[src/rtl/muldiv_pkg.sv]
// Shared definitions for the HI/LO multiply/divide sequencer: funct codes,
// FSM state encoding and the datapath step mode.
package muldiv_pkg;

    localparam logic [5:0] FN_MFHI  = 6'h10;
    localparam logic [5:0] FN_MFLO  = 6'h12;
    localparam logic [5:0] FN_MULT  = 6'h18;
    localparam logic [5:0] FN_MULTU = 6'h19;
    localparam logic [5:0] FN_DIV   = 6'h1A;
    localparam logic [5:0] FN_DIVU  = 6'h1B;

    typedef enum logic [1:0] {
        ST_IDLE = 2'd0,
        ST_MUL  = 2'd1,
        ST_DIV  = 2'd2,
        ST_DONE = 2'd3
    } state_e;

    typedef enum logic {
        MODE_MUL = 1'b0,
        MODE_DIV = 1'b1
    } step_mode_e;

endpackage

[src/rtl/muldiv_step.sv]
// One iteration of the shared datapath: add-shift-right for multiply,
// compare-subtract-shift-left (restoring) for divide. acc is {upper, lower}.
module muldiv_step
    import muldiv_pkg::*;
#(
    parameter int unsigned WIDTH = 32
) (
    input  step_mode_e         mode_i,
    input  logic [2*WIDTH-1:0] acc_i,
    input  logic [WIDTH-1:0]   opnd_i,
    output logic [2*WIDTH-1:0] acc_o
);

    logic [WIDTH:0]   sum;
    logic [WIDTH:0]   rem_sh;
    logic [WIDTH-1:0] diff;
    logic             ge;

    always_comb begin
        sum    = {1'b0, acc_i[2*WIDTH-1:WIDTH]} + (acc_i[0] ? {1'b0, opnd_i} : '0);
        rem_sh = {acc_i[2*WIDTH-1:WIDTH], acc_i[WIDTH-1]};
        ge     = (rem_sh >= {1'b0, opnd_i});
        // When ge holds the true difference is below opnd_i, so the low bits suffice
        diff   = rem_sh[WIDTH-1:0] - opnd_i;
        if (mode_i == MODE_DIV) begin
            acc_o = ge ? {diff, acc_i[WIDTH-2:0], 1'b1}
                       : {rem_sh[WIDTH-1:0], acc_i[WIDTH-2:0], 1'b0};
        end else begin
            acc_o = {sum, acc_i[WIDTH-1:1]};
        end
    end

endmodule

[src/rtl/muldiv_hilo_ctrl.sv]
// Multi-cycle MULTU/DIVU sequencer with HI/LO registers and EX-stage stall.
// Define SIGNED_MULDIV_EN to also decode MULT/DIV (sign-magnitude wrapper).
module muldiv_hilo_ctrl
    import muldiv_pkg::*;
#(
    parameter int unsigned WIDTH = 32
) (
    input  logic             clk,
    input  logic             rst,
    input  logic             ex_valid,
    input  logic             ex_rtype,
    input  logic [5:0]       ex_funct,
    input  logic [WIDTH-1:0] op_a,
    input  logic [WIDTH-1:0] op_b,
    output logic             stall,
    output logic             busy,
    output logic             done,
    output logic [WIDTH-1:0] hi,
    output logic [WIDTH-1:0] lo,
    output logic [WIDTH-1:0] hilo_rdata
);

    localparam int unsigned CW = $clog2(WIDTH);

    state_e             state_q, state_d;
    logic [CW-1:0]      cnt_q, cnt_d;
    logic [2*WIDTH-1:0] acc_q, acc_d;
    logic [WIDTH-1:0]   opnd_q, opnd_d;
    logic [WIDTH-1:0]   hi_q, hi_d;
    logic [WIDTH-1:0]   lo_q, lo_d;
    logic               neg_res_q, neg_res_d;
    logic               neg_rem_q, neg_rem_d;

    logic               is_r, mul_op, div_op, mfr_op;
    logic [WIDTH-1:0]   a_mag, b_mag;
    logic               sgn_res, sgn_rem;
    logic [2*WIDTH-1:0] step_acc;
    logic [2*WIDTH-1:0] prod;
    step_mode_e         step_mode;

    always_comb begin
        is_r    = ex_valid & ex_rtype;
        mul_op  = is_r & (ex_funct == FN_MULTU);
        div_op  = is_r & (ex_funct == FN_DIVU);
        mfr_op  = is_r & ((ex_funct == FN_MFHI) | (ex_funct == FN_MFLO));
        a_mag   = op_a;
        b_mag   = op_b;
        sgn_res = 1'b0;
        sgn_rem = 1'b0;
`ifdef SIGNED_MULDIV_EN
        if (is_r & ((ex_funct == FN_MULT) | (ex_funct == FN_DIV))) begin
            mul_op  = (ex_funct == FN_MULT);
            div_op  = (ex_funct == FN_DIV);
            a_mag   = op_a[WIDTH-1] ? -op_a : op_a;
            b_mag   = op_b[WIDTH-1] ? -op_b : op_b;
            sgn_res = op_a[WIDTH-1] ^ op_b[WIDTH-1];
            sgn_rem = op_a[WIDTH-1];
        end
`endif
    end

    assign step_mode = (state_q == ST_DIV) ? MODE_DIV : MODE_MUL;

    muldiv_step #(.WIDTH(WIDTH)) u_step (
        .mode_i (step_mode),
        .acc_i  (acc_q),
        .opnd_i (opnd_q),
        .acc_o  (step_acc)
    );

    always_ff @(posedge clk) begin
        if (rst) begin
            state_q   <= ST_IDLE;
            cnt_q     <= '0;
            acc_q     <= '0;
            opnd_q    <= '0;
            hi_q      <= '0;
            lo_q      <= '0;
            neg_res_q <= 1'b0;
            neg_rem_q <= 1'b0;
        end else begin
            state_q   <= state_d;
            cnt_q     <= cnt_d;
            acc_q     <= acc_d;
            opnd_q    <= opnd_d;
            hi_q      <= hi_d;
            lo_q      <= lo_d;
            neg_res_q <= neg_res_d;
            neg_rem_q <= neg_rem_d;
        end
    end

    always_comb begin
        state_d   = state_q;
        cnt_d     = cnt_q;
        acc_d     = acc_q;
        opnd_d    = opnd_q;
        hi_d      = hi_q;
        lo_d      = lo_q;
        neg_res_d = neg_res_q;
        neg_rem_d = neg_rem_q;
        prod      = neg_res_q ? -step_acc : step_acc;
        case (state_q)
            ST_IDLE, ST_DONE: begin
                state_d = ST_IDLE;
                if ((mul_op | div_op) & !stall) begin
                    // Multiply and divide share one initial image: {0, op_a}
                    state_d   = mul_op ? ST_MUL : ST_DIV;
                    acc_d     = {{WIDTH{1'b0}}, a_mag};
                    opnd_d    = b_mag;
                    cnt_d     = '0;
                    neg_res_d = sgn_res;
                    neg_rem_d = sgn_rem;
                end
            end
            ST_MUL, ST_DIV: begin
                acc_d = step_acc;
                cnt_d = cnt_q + CW'(1);
                if (cnt_q == CW'(WIDTH - 1)) begin
                    state_d = ST_DONE;
                    if (state_q == ST_MUL) begin
                        {hi_d, lo_d} = prod;
                    end else begin
                        hi_d = neg_rem_q ? -step_acc[2*WIDTH-1:WIDTH] : step_acc[2*WIDTH-1:WIDTH];
                        lo_d = neg_res_q ? -step_acc[WIDTH-1:0] : step_acc[WIDTH-1:0];
                    end
                end
            end
            default: state_d = ST_IDLE;
        endcase
    end

    always_comb begin
        busy       = (state_q == ST_MUL) | (state_q == ST_DIV);
        done       = (state_q == ST_DONE);
        stall      = busy & (mul_op | div_op | mfr_op);
        hi         = hi_q;
        lo         = lo_q;
        hilo_rdata = (ex_funct == FN_MFHI) ? hi_q : lo_q;
    end

endmodule

[config.mk]
export PLATFORM = sky130hd
export DESIGN_NAME = muldiv_hilo_ctrl
export DESIGN_NICKNAME = d
export VERILOG_FILES = /design/src/rtl/muldiv_pkg.sv /design/src/rtl/muldiv_step.sv /design/src/rtl/muldiv_hilo_ctrl.sv
export SDC_FILE = /design/constraint.sdc
export NUM_CORES = 1
export LEC_CHECK = 0
export ABC_AREA = 0
export CAP_MARGIN = 20
export CORE_MARGIN = 3
export CORE_UTILIZATION = 50
export DETAILED_ROUTE_END_ITERATION = 10
export GPL_TIMING_DRIVEN = 0
export PLACE_DENSITY_LB_ADDON = 0.2
export SLEW_MARGIN = 5
export SYNTH_ARGS = -nofsm -noshare
export SYNTH_HDL_FRONTEND = slang
export SYNTH_SLANG_ARGS = --single-unit
[constraint.sdc]
create_clock -name clk -period 2.73 [get_ports clk]
set_input_delay 0.273 -clock clk [delete_from_list [all_inputs] [get_ports clk]]
set_output_delay 0.273 -clock clk [all_outputs]
set_load 0.01 [all_outputs]
==> run summary <==
Status: finished with violations
Failing checks: negative setup slack
Synth Register Bits: 167
Pwr Total: 10700 uW
Net count after synthesis: 1598
Max_slew headroom: 32.6%
Max-cap violations: 0
Number of flops mapped to enable cells by yosys: 0
Mapped Area: 11400 sq um
Critical path peak fanout: 5
Initial Util: 51.4%
# DRC: 0
Die Y: 157 microns
Hold Fails Final Rpt: 0
Register-to-register setup slack: -0.47 ns
Layout cell share with drive strength beyond 1: 29.8%
Crit path kind: flop to flop
Final setup fails: 65
Count of cell types in the netlist: 80
Avg Vias per Cell: 6.50
Pin count of the biggest net entering global routing: 20
PD cells: 623 nW/um^2
Final Util: 77.4%
Routed Antenna Nets: 0
Hpwl dp: 33.7 mm
Synth async-reset ratio: 0%
Clk pin slew, worst setup/hold paths: 0.08 ns
Hold Startpoint: op_b[24]
Worst-Margin Slew: 1.01 ns
Area after DPL: 13500 sq um
Ys flop type: dfxtp_1
Via count: 13400
Die area: 24600 sq um
PortBufs: 171
Ant. Diodes: 0
Hold crit path type: primary input to flop
GRT Total Usage: 38.3%
Fin worst setup slack: -0.467 ns
Area delta synth->final: 50.6%
DRT Pass-1 Iters: 8
Final design area excluding fillers: 17100 sq um
Top Metal Used: met4
R2R Path Start: acc_q[0]
Dpl ws: -1.23 ns
Crit share post-route: 117%
Clock root buffer: clkbuf_16
GR Overflow Total: 0
Core area: 22100 sq um
Synth warn: 0
Hold path depth: 3
Met3 Routed Length: 5.98 mm
Pleak: 0.00627 uW
Final Skew: 0.0165 ns
DIE WIDTH: 157 microns
CTS tree: done
Worst Path Arrival: 3.57 ns
Largest vdd supply drop: 416 uV
First-pass GRT wire length: 72.9 mm
Req. time, crit path: 3.11 ns
Placer Congestion: 0.997
Initial antenna violation count: 0
Num CTS Buffers: 17
CP Launch Type: flop
Met1 WL: 18.8 mm
Worst skew pair latency: 0.45 ns
Final min period: 3.20 ns
Register area share after synthesis: 29.4%
FP Rows: 54
DRT Wirelength: 50.9 mm
Clock buffer depth: 2
1st-iter DRT viols: 1719
Fmax: 313 MHz
DR WL met2: 22.6 mm
Worst r2r path cells: 14
Clk sink count: 167
Commonest cells after routing, fill and taps aside: 217 x nand2_1, 171 x clkdlybuf4s50_1, 117 x dfxtp_1
Mean Syn Cell Area: 7.81 sq um
Crit end category: flop
Cells after Synth: 1454
H-tree depth: 4
RR Endpoint: hi[27]
Slew Limit Fails: 0
Commonest non-fill, non-tap cell in the layout: nand2_1
Post-layout net count: 1904
Hold EP: opnd_q[24]
Number of global-route vias before repair: 12700
Post-DR wirelength/cell: 24.8 microns
Num ports: 173
RSZ-0062 raised after global routing: yes
Cts hold-fix bufs: 0
## repair_timing
| item | CTS | global route |
|---|---|---|
| resized for setup | 352 | 138 |
| cloned | 3 | 1 |
| pin swaps | 120 | 88 |
| setup endpoints to repair | 133 | 127 |
| setup buffers | 79 | 45 |
## worst max-delay path, cell delays in order, from the launching register on
cell,delay (ns)
dfxtp_4,0.40
clkbuf_16,0.16
and2_4,0.14
ha_4,0.16
fa_2,0.39
a21oi_4,0.18
o21a_1,0.21
buf_4,0.14
a2bb2oi_4,0.24
a211oi_4,0.12
o21ai_2,0.23
xnor2_1,0.15
o22ai_1,0.12
a311o_1,0.35
a21oi_2,0.14
## kinds of logic after synthesis
kind of cell / synth area share (%)
DFF: 29.4
AOI/OAI and AO/OA: 26.0
xor gates and xnor gates: 3.85
buffers and inverters: 4.55
adders and majority gates: 7.84
muxes: 7.78
and+or+nand+nor: 20.5
## state kept, by name, indices dropped and copies added, names as in the netlist
name / flops
acc_q: 64
cnt_q: 5
hi: 32
lo: 32
opnd_q: 32
state_q: 2
## through the flow
| stage | std cells | setup TNS [ns] | hold WS (ns) |
|---|---|---|---|
| 2_1_floorplan | 1454 | 0 | 0.409 |
| 3_3_place_gp | 1905 | -68.16 | 0.461 |
| 3_5_place_dp | 1905 | -71.90 | 0.467 |
| 4_1_cts | 2015 | -5.47 | 0.355 |
| 5_1_grt | 2053 | -20.42 | 0.360 |
| 6_report | 2053 | -16.04 | 0.352 |
## metal layers
layer | vias to the layer above | global-route usage (%)
li1 | 5857 | -
met1 | 6309 | 48.0
met2 | 921 | 60.5
met3 | 263 | 10.5
met4 | 0 | 19.1
met5 | - | 0
## Yosys cell counts (all sizes together) (7+ instances only)
library cell | count | area share (%)
clkbuf | 68 | 2.2
xor2 | 18 | 1.4
a21oi | 144 | 6.4
a211oi | 89 | 6.0
and3 | 44 | 2.5
nand3 | 28 | 1.2
mux2i | 38 | 3.3
dfxtp | 167 | 29
nor3 | 18 | 0.98
nand2 | 233 | 7.8
o211ai | 12 | 0.84
or3 | 12 | 0.66
nor2b | 8 | 0.44
ha | 68 | 7.5
and2 | 35 | 1.9
nand4 | 7 | 0.52
nor2 | 103 | 3.4
a31oi | 9 | 0.50
o21a | 12 | 0.80
xnor2 | 32 | 2.5
inv | 50 | 1.7
a21o | 24 | 1.6
o21ai | 73 | 3.3
o21bai | 14 | 0.93
buf | 15 | 0.62
a31o | 7 | 0.54
nand2b | 9 | 0.50
mux2 | 44 | 4.4
## worst max-delay path by stage
stage           endpoint        from  slack, ns  depth (start not counted)
4_1_cts           hi[23]    acc_q[0]      -0.31                         13
3_3_place_gp      hi[30]  opnd_q[31]      -1.23                         11
2_1_floorplan     hi[23]    acc_q[0]      0.001                         13
5_1_grt        acc_q[60]    acc_q[0]      -0.52                         16
6_report          hi[27]    acc_q[0]      -0.47                         14
3_5_place_dp      hi[30]  opnd_q[31]      -1.23                         11
## power by group
group,total [uW],internal (uW),switching (uW)
sequential,2610,2520,94.2
clock,2590,1330,1250
combinational,5450,2400,3050
## layout make-up
| type | count | area, sq um |
|---|---|---|
| multi-input cells | 1154 | 9300 |
| fillers | 1482 | 4980 |
| flip-flops and latches | 167 | 3430 |
| repair buffers | 290 | 2820 |
| clock buffers | 17 | 425 |
| plain buffers | 79 | 390 |
| well taps | 280 | 350 |
| clock inverters | 15 | 198 |
| inverters | 51 | 195 |
(Power assumes the default switching activity.)
